==> src/rtl/imem_loader.sv <==
// Boot-time loader: receives a framed byte stream, writes little-endian words into
// instruction memory, and releases the core reset once the image checksum matches.
module imem_loader #(
    parameter int DEPTH = 256
) (
    input  logic        clk,
    input  logic        rst,
    input  logic        in_valid,
    input  logic [7:0]  in_data,
    output logic        in_ready,
    output logic        imem_we,
    output logic [31:0] imem_addr,
    output logic [31:0] imem_wdata,
    output logic        core_rst,
    output logic        done,
    output logic        error,
    output logic [1:0]  err_code,
    output logic [15:0] words_loaded
);

    localparam logic [2:0] S_HDR_LO = 3'd0;
    localparam logic [2:0] S_HDR_HI = 3'd1;
    localparam logic [2:0] S_DATA   = 3'd2;
    localparam logic [2:0] S_CHECK  = 3'd3;
    localparam logic [2:0] S_DONE   = 3'd4;
    localparam logic [2:0] S_ERROR  = 3'd5;

    localparam logic [16:0] DEPTH_LIM = 17'(DEPTH);

    logic [2:0]  state;
    logic [7:0]  n_lo;
    logic [15:0] n_words;
    logic [1:0]  byte_idx;
    logic [15:0] word_idx;
    logic [7:0]  acc;
    logic [23:0] word_asm;
    logic        xfer;
    logic [15:0] n_new;

    // Ready is a pure function of state so the source never sees back-pressure mid-frame.
    assign in_ready = rst && (state != S_DONE) && (state != S_ERROR);
    assign xfer     = in_valid && in_ready;
    assign n_new    = {in_data, n_lo};

    always_ff @(posedge clk or negedge rst) begin
        if (!rst) begin
            state        <= S_HDR_LO;
            n_lo         <= 8'h00;
            n_words      <= 16'h0000;
            byte_idx     <= 2'd0;
            word_idx     <= 16'h0000;
            acc          <= 8'h00;
            word_asm     <= 24'h000000;
            imem_we      <= 1'b0;
            imem_addr    <= 32'h0;
            imem_wdata   <= 32'h0;
            core_rst     <= 1'b1;
            done         <= 1'b0;
            error        <= 1'b0;
            err_code     <= 2'b00;
            words_loaded <= 16'h0000;
        end else begin
            imem_we <= 1'b0;
            if (xfer) begin
                case (state)
                    S_HDR_LO: begin
                        n_lo  <= in_data;
                        state <= S_HDR_HI;
                    end
                    S_HDR_HI: begin
                        n_words <= n_new;
                        if (n_new == 16'h0000) begin
                            state    <= S_ERROR;
                            error    <= 1'b1;
                            err_code <= 2'b01;
                        end else if ({1'b0, n_new} > DEPTH_LIM) begin
                            state    <= S_ERROR;
                            error    <= 1'b1;
                            err_code <= 2'b10;
                        end else begin
                            state    <= S_DATA;
                            byte_idx <= 2'd0;
                            word_idx <= 16'h0000;
                            acc      <= 8'h00;
                        end
                    end
                    S_DATA: begin
                        acc      <= acc ^ in_data;
                        byte_idx <= byte_idx + 2'd1;
                        case (byte_idx)
                            2'd0: word_asm[7:0]   <= in_data;
                            2'd1: word_asm[15:8]  <= in_data;
                            2'd2: word_asm[23:16] <= in_data;
                            default: begin
                                // Top byte completes the word; commit it straight from in_data.
                                imem_we      <= 1'b1;
                                imem_wdata   <= {in_data, word_asm};
                                imem_addr    <= {14'b0, word_idx, 2'b00};
                                word_idx     <= word_idx + 16'd1;
                                words_loaded <= words_loaded + 16'd1;
                                if (word_idx == n_words - 16'd1) begin
                                    state <= S_CHECK;
                                end
                            end
                        endcase
                    end
                    S_CHECK: begin
                        if (in_data == acc) begin
                            state    <= S_DONE;
                            done     <= 1'b1;
                            core_rst <= 1'b0;
                        end else begin
                            state    <= S_ERROR;
                            error    <= 1'b1;
                            err_code <= 2'b11;
                        end
                    end
                    default: ;
                endcase
            end
        end
    end

endmodule

==> config.mk <==
export PLATFORM = sky130hd
export DESIGN_NAME = imem_loader
export DESIGN_NICKNAME = d
export VERILOG_FILES = /design/src/rtl/imem_loader.sv
export SDC_FILE = /design/constraint.sdc
export NUM_CORES = 1
export LEC_CHECK = 0
export CAP_MARGIN = 10
export CORE_UTILIZATION = 30
export CTS_BUF_LIST = sky130_fd_sc_hd__clkbuf_8 sky130_fd_sc_hd__clkbuf_16
export CTS_CLUSTER_DIAMETER = 30
export DETAILED_ROUTE_END_ITERATION = 8
export SYNTH_ARGS = -nofsm -noshare
export SYNTH_HDL_FRONTEND = slang
export SYNTH_SLANG_ARGS = --single-unit
==> constraint.sdc <==
create_clock -name clk -period 2.5 [get_ports clk]
set_input_delay 0.5 -clock clk [delete_from_list [all_inputs] [get_ports clk]]
set_output_delay 0.5 -clock clk [all_outputs]
set_load 0.01 [all_outputs]
==> summary.txt <==
Layout
  • Layout Nets: 712
  • N_diodes: 0
  • Fill cells: around 2,100
  • Commonest non-fill, non-tap cell in the layout: dfrtp_1
  • Fraction of layout cells with a size suffix above 1: 27.86%
  • Most frequent cells in the layout: 146 x dfrtp_1, 95 x mux2_2, 77 x clkdlybuf4s50_1, 47 x buf_4, 37 x nand2_1
  • Core Util, Final: 40.24%
  • Layout area overhead: 29.77%
  • Design Area, Final: 8891 µm²

STA
  • Max Clk Rate: 0.4161 GHz
  • Number of failing hold endpoints at the final stage: 0
  • Setup violators final: 0
  • Final clock skew: 11.81 ps
  • Fin crit share: 96.13%
  • Final Slew Violations: 0
  • Final TNS setup: 0 ps
  • Minimum clock period: 2403 ps
  • Max_slew headroom: 39.34%
  • Worst slew pin tran: 909.9 ps

Clocking
  • CTS tree: built
  • Clk_lat worst skew: 430 ps
  • CTS Buf Count: 17
  • Sink Count: around 150
  • # H-tree levels: 4
  • Root Buffer: clkbuf_16
  • CTS max path bufs: 2
  • Clock transition at path regs: 60 ps

Route
  • Drt first pass iters: 4
  • DRT iter0 DRCs: 279
  • Via count: 4,703
  • Routed Antenna Nets: 0
  • Vias per cell: approximately 4.8
  • Drt total wl: 16.19 mm
  • DR WL/cell: 16.41 µm
  • DRC errors left: 0

Power and ir drop
  • Switching power: 2.045 mW
  • Power share of the clock group: between 30% and 40%
  • Internal: 5.210 mW
  • Pwr dens: between 800 and 900 nW/µm²
  • Static leakage: 4.018 nW
  • Comb pwr share: 19.9%
  • Sw Ratio: 28.19%
  • Peak supply drop: roughly 0.00048 V
  • Sequential share of power: 42.4%

Floorplan
  • IO Count: 98
  • DIE AREA: between 20,000 and 25,000 µm²
  • Initial Util: 31.01%
  • Die X-Extent: 153.1 µm
  • # rows: 54
  • Die height: about 150 µm
  • CORE AREA: ~22,000 µm²

Worst hold path
  • Worst hold path class: input pin to asynchronous set/reset pin

Worst setup path
  • Crit-path max cell delay: 480 ps
  • Path type of the worst setup path: input pin to flip-flop
  • FF-to-FF path depth: 10
  • Worst path cell trace: clkdlybuf4s50_1, or4_4, nor3_4, nand4b_4, a2111oi_4, buf_4, nand4_1, xor2_1, nor2_2
  • CP delay by family, top: simple AND/OR/NAND/NOR gates
  • CP Buf/Inv Count: 2
  • Critical path's slowest cell: or4_4
  • Critical Path AT: 2720 ps
  • Setup crit end kind: flip-flop
  • Crit Path Max Fanout: 5
  • Startpoint Class: input pin
  • CP Depth: 9
  • CP Data Required Time: 2820 ps

Synthesis
  • Gate Count Post-Synth: between 500 and 600
  • Post-synthesis cell type count: 56
  • Post-synth EDFFs: 0
  • Part of the Yosys area used for sequential elements: 53.71%
  • #FFs+latches synth: between 100 and 150
  • Post-Syn Area per Cell: 11.94 µm²
  • Ys flop type: dfrtp_1
  • Synth warnings: 0
  • Post-synth ARST share: 100.0%
  • Cell area after synthesis: 6852 µm²

Run status
  • Outcome: finished, final reports clean

GRT
  • Largest net degree at the start of global routing: 70
  • First-pass GRT wire length: about 27 mm
  • Grt total ovfl: 0
  • GRT Util Overall: ~15%
  • Vias in the first global route: 4,781
  • Initial antenna violation count: 0

Placed design
  • Port bufs: 81
  • Hpwl dp: approximately 11 mm
  • Routability-driven placement congestion ratio: around 0.83
  • DP Area: 8177 µm²

Run
  • Max-cap violations: 0
## synth_stat cells, types with 2 or more instances
master	instances	area, µm²
o21ai_0	27	135.1
o31ai_1	3	22.52
a2111oi_4	2	55.05
buf_1	6	22.52
nand4_1	20	125.1
ha_1	7	87.58
or3_1	5	31.28
xor2_1	28	245.2
buf_4	17	127.6
dfrtp_1	146	3654
nand3_1	14	70.07
nor2_2	4	25.02
and4_1	2	17.52
nor3b_1	4	30.03
xnor2_1	29	254.0
nor2_1	35	131.4
mux2_2	95	1070
nand2b_1	5	31.28
inv_1	11	41.29
clkbuf_2	2	10.01
clkbuf_1	13	48.80
or4_1	2	15.01
buf_2	6	30.03
a21oi_1	4	20.02
mux2i_1	2	20.02
nor4_1	2	12.51
nand3b_1	3	22.52
and3_1	5	31.28
nand2_1	38	142.6
a32oi_1	2	17.52
nor3_1	7	35.03
and2_1	4	25.02
## area by class of cell
type / instances / area [µm²] / area share, %
Multi-Input combinational cell: 386 / 2969 / 33.39
Inverter: 11 / 41.29 / 0.4644
Timing Repair Buffer: 131 / 1215 / 13.66
Clock inverter: 13 / 182.7 / 2.055
Tap cell: 280 / 350.3 / 3.940
Sequential cell: 147 / 3680 / 41.39
Clock buffer: 19 / 452.9 / 5.094
## power by group through the flow
stage          Clock (mW)  Sequential [mW]  Combinational, mW
6_report             2.73             3.08               1.44
5_1_grt              2.89             3.14               1.61
4_1_cts              2.79             3.06               1.42
3_5_place_dp            0             3.11               1.41
3_3_place_gp            0             3.09               1.38
2_1_floorplan           0             3.02              0.924
## routing by layer
metal	routed length, µm	share of wire [%]	track usage [%]	vias up
li1	-	-	-	2223
met1	7550	47	19.11	2362
met2	7430	46	22.46	101
met3	956	5.9	4.735	17
met4	255	1.6	5.051	0
met5	0	0	0	-
## worst paths after layout
kind | start | to | slack (ps)
max | in_data[7] | word_idx[12] | 100
min | rst | core_rst | 50
max reg2reg | n_words[1] | state[0] | 130
min reg2reg | done | done | 470
max in group asynchronous | rst | n_lo[3] | 1440
min in group clk | done | done | 470
## cell families after synthesis
family	share of synthesized area [%]
xor+xnor	7.286
flops	53.71
simple gates	12.40
compound gates	5.114
fa+ha+maj	1.278
mux	15.91
buf+inv	4.255
other cells	0.05473
## sequential cells by signal, summed over array words and instances (netlist names), 2 cells and up
signal        count
imem_wdata       32
word_asm         24
imem_addr        16
n_words          16
word_idx         16
words_loaded     16
acc               8
n_lo              8
state             3
byte_idx          2
err_code          2
## per-stage QoR
stage               std cells  setup slack, ps  total power, mW  hold slack [ps]
finish                    987            96.84            7.255            48.29
global route              987           -2.141            7.643            41.65
CTS                       985            7.536            7.272            43.97
detailed placement        949           -449.9            4.517            348.0
global placement          949           -430.0            4.476            347.3
floorplan                 589            52.62            3.946            204.4
## timing repair
action	4_1_cts	5_1_grt
endpoints found under the hold margin	12	0
gates resized for setup	2	8
endpoints found under the setup margin	4	19
cloned	0	0
pin swaps	5	5
hold buffers	1	0
setup buffers	3	2
No activity file was read; power rests on OpenSTA's default activity.
